File: config.mk
export PLATFORM = sky130hd
export DESIGN_NAME = mux_sel_arbiter
export DESIGN_NICKNAME = d
export VERILOG_FILES = /design/src/rtl/mux_sel_arbiter.sv
export SDC_FILE = /design/constraint.sdc
export NUM_CORES = 1
export LEC_CHECK = 0
export ABC_CLOCK_PERIOD_IN_PS = 2050
export CAP_MARGIN = 40
export CORE_MARGIN = 3
export CORE_UTILIZATION = 45
export CTS_CLUSTER_SIZE = 24
export DETAILED_ROUTE_END_ITERATION = 12
export PLACE_DENSITY = 0.88
export SLEW_MARGIN = 25
export SYNTH_ARGS = -nofsm -noshare
export SYNTH_HDL_FRONTEND = slang
export SYNTH_SLANG_ARGS = --single-unit
File: constraint.sdc
create_clock -name clk -period 2.05 [get_ports clk]
set_input_delay 0.3075 -clock clk [delete_from_list [all_inputs] [get_ports clk]]
set_output_delay 0.3075 -clock clk [all_outputs]
set_load 0.01 [all_outputs]
File: src/rtl/mux_sel_arbiter.sv
// mux_sel_arbiter: four-source round-robin arbiter driving a registered 4:1
// data mux. A grantee may stream up to MAX_BURST back-to-back words while it
// keeps requesting; every burst ends with a mandatory one-cycle IDLE bubble in
// which arbitration restarts from the source after the last winner.
module mux_sel_arbiter #(
   parameter int unsigned MAX_BURST = 4
) (
   input  logic        clk,
   input  logic        rst,
   input  logic [3:0]  req,
   input  logic [10:0] din0,
   input  logic [10:0] din1,
   input  logic [10:0] din2,
   input  logic [10:0] din3,
   input  logic        dout_ready,
   output logic [1:0]  sel,
   output logic [3:0]  gnt,
   output logic [10:0] dout,
   output logic        dout_valid,
   output logic        busy
);

   typedef enum logic {
      IDLE = 1'b0,
      XFER = 1'b1
   } state_t;

   state_t      state_q, state_d;
   logic [1:0]  sel_q, sel_d;
   logic [3:0]  gnt_q, gnt_d;
   logic [10:0] dout_q, dout_d;
   logic        vld_q, vld_d;
   logic [3:0]  burst_q, burst_d;
   logic [1:0]  last_q, last_d;

   logic [1:0]  win;
   logic [1:0]  idx;
   logic [10:0] din_win;
   logic [10:0] din_sel;
   logic        handshake;
   logic        burst_more;

   // Round-robin search: first set request starting at last winner + 1.
   // Scanning from the farthest candidate down lets the nearest one win.
   always_comb begin
      win = 2'd0;
      idx = 2'd0;
      for (int k = 3; k >= 0; k--) begin
         idx = last_q + 2'(k + 1);
         if (req[idx]) begin
            win = idx;
         end
      end
   end

   // Data mux for the new winner (IDLE) and for the current grantee (XFER).
   always_comb begin
      case (win)
         2'd0:    din_win = din0;
         2'd1:    din_win = din1;
         2'd2:    din_win = din2;
         default: din_win = din3;
      endcase
      case (sel_q)
         2'd0:    din_sel = din0;
         2'd1:    din_sel = din1;
         2'd2:    din_sel = din2;
         default: din_sel = din3;
      endcase
   end

   assign handshake  = vld_q & dout_ready;
   // Another word fits in this burst only if the count after it stays below MAX_BURST.
   assign burst_more = ({1'b0, burst_q} + 5'd1) < 5'(MAX_BURST);

   // Next-state and output decode; everything holds unless a rule changes it.
   always_comb begin
      state_d = state_q;
      sel_d   = sel_q;
      gnt_d   = gnt_q;
      dout_d  = dout_q;
      vld_d   = vld_q;
      burst_d = burst_q;
      last_d  = last_q;
      case (state_q)
         IDLE: begin
            gnt_d = 4'b0000;
            vld_d = 1'b0;
            if (req != 4'b0000) begin
               state_d = XFER;
               sel_d   = win;
               gnt_d   = 4'b0001 << win;
               dout_d  = din_win;
               vld_d   = 1'b1;
               burst_d = 4'd0;
            end
         end
         XFER: begin
            // Without a handshake the presented word is held, even if req[sel] drops.
            if (handshake) begin
               if (req[sel_q] && burst_more) begin
                  dout_d  = din_sel;
                  burst_d = burst_q + 4'd1;
               end else begin
                  state_d = IDLE;
                  last_d  = sel_q;
                  gnt_d   = 4'b0000;
                  vld_d   = 1'b0;
               end
            end
         end
         default: begin
            state_d = IDLE;
            gnt_d   = 4'b0000;
            vld_d   = 1'b0;
         end
      endcase
   end

   // State register; reset parks last winner at 3 so source 0 is favoured first.
   always_ff @(posedge clk or posedge rst) begin
      if (rst) begin
         state_q <= IDLE;
         sel_q   <= 2'd0;
         gnt_q   <= 4'b0000;
         dout_q  <= 11'd0;
         vld_q   <= 1'b0;
         burst_q <= 4'd0;
         last_q  <= 2'd3;
      end else begin
         state_q <= state_d;
         sel_q   <= sel_d;
         gnt_q   <= gnt_d;
         dout_q  <= dout_d;
         vld_q   <= vld_d;
         burst_q <= burst_d;
         last_q  <= last_d;
      end
   end

   assign sel        = sel_q;
   assign gnt        = gnt_q;
   assign dout       = dout_q;
   assign dout_valid = vld_q;
   assign busy       = (state_q == XFER);

endmodule
Word-level counts from Yosys, hierarchy flattened

Index checks and enable logic that the tools add are counted.

Multiplexer cells: 35
Shifts and indexed selects: 1
Reductions and logical operators: 8
Add/subtract/negate cells: 5
Bitwise gates (word level): 3
Equality and inequality tests: 8
Magnitude comparators: 6

Operator list:

| kind                  | number |
|---|---|
| $pmux W11 S3          | 2 |
| $mux W11              | 3 |
| $mux W4               | 6 |
| $pmux W11 S2          | 1 |
| $pmux W4 S2           | 2 |
| $lt A2 B3 Y1 const B  | 5 |
| $bmux W1 S2           | 5 |
| $mux W1               | 10 |
| $mux W2               | 4 |
| $reduce_and A3 Y1     | 2 |
| $add A4 B1 Y5 const B | 1 |
| $lt A5 B3 Y1 const B  | 1 |
| $add A2 B2 Y2 const B | 2 |
| $add A4 B1 Y4 const B | 1 |
| $eq A2 B1 Y1 const B  | 2 |
| $eq A2 B2 Y1 const B  | 2 |
| $logic_not A2 Y1      | 2 |
| $ne A2 B1 Y1 const B  | 2 |
| $ne A2 B2 Y1 const B  | 2 |
| $pmux W1 S2           | 2 |
| $reduce_and A2 Y1     | 2 |
| $reduce_bool A4 Y1    | 1 |
| $shl A1 B2 Y4 const A | 1 |
| $add A2 B1 Y2 const B | 1 |
| 3 further kinds       | 4 |

Output and inout bits: 19
Register bits after elaboration: 25
Bits of input ports: 51

Depth between registers and ports, before layout

Depth in word-level cells: 10
Mapped depth: 7
Gate-level depth less buffers: 6

Worst setup path after synthesis

Ideal clock, no wire load.

Kind: register -> register
Start point: register sel_q[1] (netlist: sel[1])
End point: register dout_q[0] (netlist: dout[0])
Slack: 0.259 ns
Arrival time: 1.661 ns
Data required time: 1.920 ns
Setup time: 0.130 ns
Stages on the path, launching flop included: 7
Cell sequence: dfrtp_1 > buf_4 > mux2i_1 > mux2_2 > o41ai_4 > buf_2 > a31oi_1

Cells in the longest elaborated chain, start to end: 5

RTL lines:

| what                                              | line    | RTL |
|---|---|---|
| start, declared                                   | 29      | `logic [1:0] sel_q, sel_d;` |
| start signal, assigned                            | 132     | `sel_q <= sel_d;` |
| $eq A2 B2 Y1, or another cell as far along        | 64      | `case (sel_q)` |
| $pmux W11 S3 or $mux W1 (tied branches)           | 64, 101 |  |
| $mux W11 or $logic_and A1 B1 Y1 (tied branches)   | 101     | `if (req[sel_q] && burst_more) begin` |
| $mux W11 or $ne A2 B1 Y1 (tied branches)          | n/a     |  |
| $pmux W11 S2 or $reduce_and A3 Y1 (tied branches) | n/a     |  |
| end signal, assigned                              | 134     | `dout_q <= dout_d;` |
| end, declared                                     | 31      | `logic [10:0] dout_q, dout_d;` |

Several ways; a longest one is shown, not always the timed one. The select of a mux whose other input is x is not followed.
A chain may end at the register's enable or synchronous reset.

Worst setup path in the final report

Start point: input port req[2]
End point: register dout_q[10] (netlist: dout[10])

Cells in the longest elaborated chain, start to end: 10

RTL lines:

| what                                       | line | RTL |
|---|---|---|
| start, declared                            | 10   | `input logic [3:0] req,` |
| $bmux W1 S2                                | 50   | `if (req[idx]) begin` |
| $mux W1 (not written as such)              | 50   |  |
| $mux W2 (4 in series)                      | 50   |  |
| $eq A2 B2 Y1, or another cell as far along | 58   | `case (win)` |
| $pmux W11 S3                               | 58   |  |
| $mux W11                                   | 89   | `if (req != 4'b0000) begin` |
| $pmux W11 S2                               | 85   | `case (state_q)` |

Several ways; a longest one is shown, not always the timed one. The select of a mux whose other input is x is not followed.

==> impl_metrics.yaml <==
run_status:
  status: "finished clean"
yosys:
  syn_inst: 200
  synthMostInstantiatedCell: "dfrtp_1"
  synthSimpleGateAreaFrac_pct: 11.6
  avgSynthCellArea_um2: 9.72
  synth_nets: 252
  synth_area_leaders: "dfrtp_1 30%, mux4_2 13%, a211o_1 5.0%"
  synth_compound_gate_area_share_pct: 33.6
  synthTopCellsByCount: "23 x dfrtp_1, 19 x nor2_1, 14 x nand2_1"
  synth_flop_cell: "dfrtp_1"
  synth-xor-area-share_pct: 0
  synth_fa_ha_area_share_pct: 0.644
  synth.distinct_cells: 38
  synth-edff-count: 0
  synth-seq-cells: 25
  ys_seq_area_share_pct: 32.3
  syn_area_um2: 1940
  synth_top_family_by_area: "compound AO/OA/AOI/OAI gates"
  async_flop_share_pct: 100
  synthMuxAreaShare_pct: 14.9
  yosysTopAreaCell: "dfrtp_1"
  yosysWarnings: 0
  yosysTopAreaCellShare_pct: 29.6
critical_path:
  end_kind: "register"
  critPathMaxFanout: 12
  arrival_ns: 2.17
  critical_path_required_ns: 2.23
  r2r-start: "last_q[0]$_DFFE_PP1P_"
  rr_endpoint: "dout[10]$_DFFE_PP0P_"
  r2r_setup_slack_ns: 0.16
  r2r_cells: 6
  startpoint_type: "input pin"
  crit_end: "dout[10]$_DFFE_PP0P_"
  critPathLaunch: "req[2]"
  worstSetupPathType: "in -> reg"
power_and_ir_drop:
  p_seq_share_pct: 25.7
  p_clk_share_pct: 8.8
  switching_share_pct: 40.9
  vdd_drop_max_v: 0.000807
  p_leak_nw: 1.14
  comb_power_share_pct: 65.4
  p_per_area_nw_per_um2: 1240
  p_sw_mw: 1.45
  intPower_mw: 2.10
timing:
  fin_hold_ws_ns: 0.382
  finalSetupViolCount: 0
  slew_violations: 0
  fmax_mhz: 502
  min_period_over_period_pct: 97.2
  fin_worst_skew_ns: 0.0106
  tightest_slew_ns: 0.443
  rsz0062_at_grt: "no"
  finalHoldViolations: 0
  slew-limit-headroom_pct: 70.5
  postLayoutSetupSlackWorst_ns: 0.0579
  finalCriticalPeriod_ns: 1.99
drt:
  wl_mm: 6.18
  first_pass_iters: 4
  num_vias: 2074
  drt_iter0_drc: 194
  drc: 0
  vias_per_cell: 6.28
  wl_per_cell_um: 18.7
  ant_nets: 0
place:
  dp.cells: 326
  port_buffers: 69
  place.gp.congestion: 0.885
  dp_slack_ns: -0.191
  hpwl_mm: 4.64
grt:
  grt_pass1_vias: 2092
  antenna_found_initial: 0
  grt_max_degree: 26
  grt_use_total_pct: 24.3
  grt_overflow_total: 0
  grt_pass1_wl_mm: 9.85
cts:
  cts_tree: "done"
  cts_buffer_depth: 2
  clk_pin_slew_worst_paths_ns: 0.10
  root_buffer: "clkbuf_8"
  clock_latency_ns: 0.28
  numCtsBuffers: 3
  clkSinkCount: 25
  post-cts-setup-buffers: 0
  htree_num_levels: 1
min_path:
  hold_class: "in -> async"
run:
  drv_cap: 0
die:
  die_h_um: 71.7
  initial_core_util_pct: 47.6
  die_area_um2: 5140
  ioPinCount: 70
  die_x_um: 71.7
  placeableCoreArea_um2: 4090
  row_count: 23
cells_and_area:
  nFillCells: 317
  antennaDiodeCount: 0
  nets: 333
  layout-drive-gt1-share_pct: 19.6
  final_cells: 330
  area_growth_pct: 47.3
-- cell usage in the layout (no fill, tap or decap), types with 2 or more instances in the layout --
master	count
nand2_1	14
a32o_1	2
a41oi_1	11
dfstp_2	2
o21a_1	2
mux4_2	11
nand3_1	2
clkbuf_8	3
o21ai_1	2
mux2i_1	2
nor3_1	3
inv_1	5
mux2_2	2
a21o_1	3
clkdlybuf4s50_1	69
o21ai_0	4
or2_2	3
nor2_1	19
a211o_1	11
o2bb2ai_1	2
o32ai_1	11
dfrtp_1	23
a31oi_1	11
buf_4	28
and2_1	3
a21oi_1	6
o31ai_1	11
nand2b_1	3
-- layout make-up --
type | instances | area (um2) | share of cell area, %
Sequential cell | 25 | 628 | 21.9
Tap cell | 50 | 62.6 | 2.19
Timing Repair Buffer | 98 | 921 | 32.2
Clock buffer | 3 | 41.3 | 1.44
Clock inverter | 1 | 8.76 | 0.306
Inverter | 5 | 18.8 | 0.656
Multi-Input combinational cell | 148 | 1180 | 41.3
-- stage by stage --
stage	util [%]	total power [mW]	cell area (um2)	TNS, ns
finish	70.1	3.55	2860	0
detailed placement	68.8	3.22	2810	-2.34
floorplan	-	2.30	1940	0
global route	70.1	3.80	2860	0
global placement	68.8	3.13	2810	-0.837
CTS	70.0	3.55	2860	0
-- critical path, cell delays in order --
cell and delay (ns):
clkdlybuf4s50_1 0.43, buf_4 0.17, nor2_1 0.17, o21a_1 0.43, o31ai_1 0.15, a211o_1 0.27
a31oi_1 0.24
-- flip-flops by register name (all words and copies together), names as in the netlist --
register,count
burst_q,4
dout_valid,1
last_q,2
gnt,4
busy,1
dout,11
sel,2
-- metal layers --
layer / vias to the layer above / wire (um) / track usage (%)
met5: - / 0 / 0
met4: 0 / 78 / 6.05
met3: 8 / 587 / 5.75
met2: 124 / 3310 / 43.8
met1: 977 / 2210 / 28.9
li1: 965 / - / -
-- worst min-delay path by stage --
| stage | from | endpoint | slack, ns | cells after the start |
|---|---|---|---|---|
| after floorplan | rst | burst_q[0]$_DFFE_PP0P_ | 0.33 | 1 |
| after global placement | gnt[2]$_DFFE_PP0P_ | gnt[2]$_DFFE_PP0P_ | 0.48 | 1 |
| after detailed placement | gnt[2]$_DFFE_PP0P_ | gnt[2]$_DFFE_PP0P_ | 0.48 | 1 |
| after CTS | rst | dout[0]$_DFFE_PP0P_ | 0.39 | 3 |
| after global routing | rst | dout[0]$_DFFE_PP0P_ | 0.40 | 3 |
| final | rst | dout[0]$_DFFE_PP0P_ | 0.38 | 3 |
-- power groups by stage --
stage | clock [mW] | sequential, mW | combinational [mW]
floorplan | 0 | 0.933 | 1.36
global placement | 0 | 0.904 | 2.23
detailed placement | 0 | 0.919 | 2.30
CTS | 0.327 | 0.912 | 2.31
global route | 0.354 | 0.944 | 2.50
finish | 0.314 | 0.913 | 2.32
-- logic make-up after synthesis --
| group | count (synthesis) |
|---|---|
| AND/OR/NAND/NOR | 50 |
| adder cells (fa/ha/maj) | 1 |
| buffers and inverters | 27 |
| multiplexers | 15 |
| AO/OA/AOI/OAI | 82 |
| flip-flops | 25 |
-- repair_timing --
action | 4_1_cts | 5_1_grt
endpoints found under the setup margin | 0 | 1
gates resized for setup | 0 | 1
hold buffers | 0 | 0
(Power assumes the default switching activity.)
==> RTL edit, RTL diff (same settings) <==
Reset style: synchronous (`rst`), changed in one clocked block.
--- a/src/rtl/mux_sel_arbiter.sv
+++ b/src/rtl/mux_sel_arbiter.sv
@@ -118,7 +118,7 @@
    end
 
    // State register; reset parks last winner at 3 so source 0 is favoured first.
-   always_ff @(posedge clk or posedge rst) begin
+   always_ff @(posedge clk) begin
       if (rst) begin
          state_q <= IDLE;
          sel_q   <= 2'd0;
Function: differs if rst is asserted again (counterexample within 4 cycles, from zero or initial values and one cycle with rst high); with rst held inactive, the same outputs for 10 cycles.
==> RTL edit against the original RTL <==
Setup slack improved by 0.036 ns. Synthesized area decreased by 1.6%. Critical path type unchanged. Non-clock buffer count increased by 3. Cell area increased by 0.79%. Sequential cell count unchanged. Die area decreased by 1.5%. First-iteration DRC count decreased by 52%. Count of clock-buffer cells in the layout unchanged. Wire length increased by 0.53%.
Power is not compared: it rests on default switching activity, and its combinational part moved more than twofold at a synthesized area within 25%.
==> RTL edit: results (changes against the original RTL) <==
stage,metric,value,unit,change
routing,WL met2,3.15,mm,-4.7%
routing,DRT iter0 DRCs,93,,-52%
placement,RePlAce Congestion,0.905,,+2.2%
routing,DRT met1 WL,2.47,mm,+12%
setup_path,reg-to-reg endpoint,dout[6],,
outcome,status,"complete, no violations",,
synthesis,Synth area leaders,"dfxtp_1, mux4_2, a311oi_2, a211o_1, o221ai_1",,
placement,Post-Place Cells,337,,+3.4%
cells_and_area,filler instances,297,,-6.3%
sta,final setup skew,0.00955,ns,-0.00100 ns
synthesis,complex-gate fraction of the synthesized area,0.350,,+0.0140
synthesis,mux contribution to synthesized area,0.158,,+0.00833
synthesis,Synth top cells by count,"dfxtp_1, inv_1, nor2_1",,
placement,Setup WS pre-CTS,-0.238,ns,-0.0471 ns
cells_and_area,final std cells w/o fill,345,,+4.5%
grt,vias in the first global route,2108,,+0.76%
routing,Pre-antenna DRT Iters,5,,+1
hold_path,Worst Hold Class,reg -> reg,,
sta,pin slew with the least headroom to its limit,0.428,ns,-0.0148 ns
routing,post-DR vias/cell,6.21,,-1.2%
routing,met3 wire len,437,um,-26%
setup_path,critical path arrival,2.14,ns,-0.03 ns
grt,largest net degree at the start of global routing,16,,-38%
cells_and_area,layout cells sized above 1,0.227,,+0.0307
synthesis,Synth Area in Adders,0.00654,,+0.000105
synthesis,Synth cell types,40,,+5.3%
placement,DPL Wire Length,4.55,mm,-1.9%
sta,fin crit share,0.954,,-0.0173
setup_path,crit-path leading delay family,buffers and inverters,,
grt,first-pass GRT wire length,9.86,mm,+0.14%
synthesis,"Net Count, Synth",263,,+4.4%
grt,Tot GR Track Use,0.241,,-0.00191
setup_path,"Max FO, Critical Path",6,,-6
synthesis,register area share after synthesis,0.262,,-0.0615
-- RTL edit: cell types whose count changed in the layout (fill, tap and decap cells not counted), moves of 8 or more --
cell	delta
dfxtp_1	+24
dfrtp_1	-23
inv_1	+15
o221ai_1	+12
a21oi_1	+11
a311oi_2	+11
a41oi_1	-11
o31ai_1	-11
a31oi_1	-10
o32ai_1	-8
-- RTL edit: how the worst min path moves through the flow --
stage                from    endpoint  slack [ns]
6_report           gnt[2]      gnt[2]        0.48
5_1_grt            gnt[2]      gnt[2]        0.50
4_1_cts            gnt[2]      gnt[2]        0.48
3_5_place_dp       gnt[2]      gnt[2]        0.47
3_3_place_gp       gnt[0]      gnt[0]        0.46
2_1_floorplan  burst_q[1]  burst_q[1]        0.46
-- RTL edit: through the flow --
| stage | hold WS [ns] | instance area, sq um | TNS (ns) |
|---|---|---|---|
| 5_1_grt | 0.502 | 2890 | 0 |
| 3_5_place_dp | 0.467 | 2790 | -2.72 |
| 4_1_cts | 0.482 | 2840 | 0 |
| 2_1_floorplan | 0.460 | 1910 | 0 |
| 3_3_place_gp | 0.463 | 2790 | -1.84 |
| 6_report | 0.484 | 2890 | 0 |
-- RTL edit: repair_timing --
action,CTS,global route
endpoints found under the setup margin,0,2
resized for setup,0,4
buffers inserted,0,3
-- RTL edit: routing by layer --
layer  global-route usage  up-vias
met1                0.291     1002
li1                     -      973
met3               0.0440       29
met4                0.106        0
met2                0.413      138
met5                    0        -
-- RTL edit: cell type report --
| type | instances | share of cell area |
|---|---|---|
| tap | 50 | 0.0217 |
| sequential | 25 | 0.174 |
| inverter | 20 | 0.0260 |
| clock inverter | 1 | 0.00260 |
| multi-input combinational | 145 | 0.422 |
| timing repair buffer | 101 | 0.340 |
| clock buffer | 3 | 0.0143 |
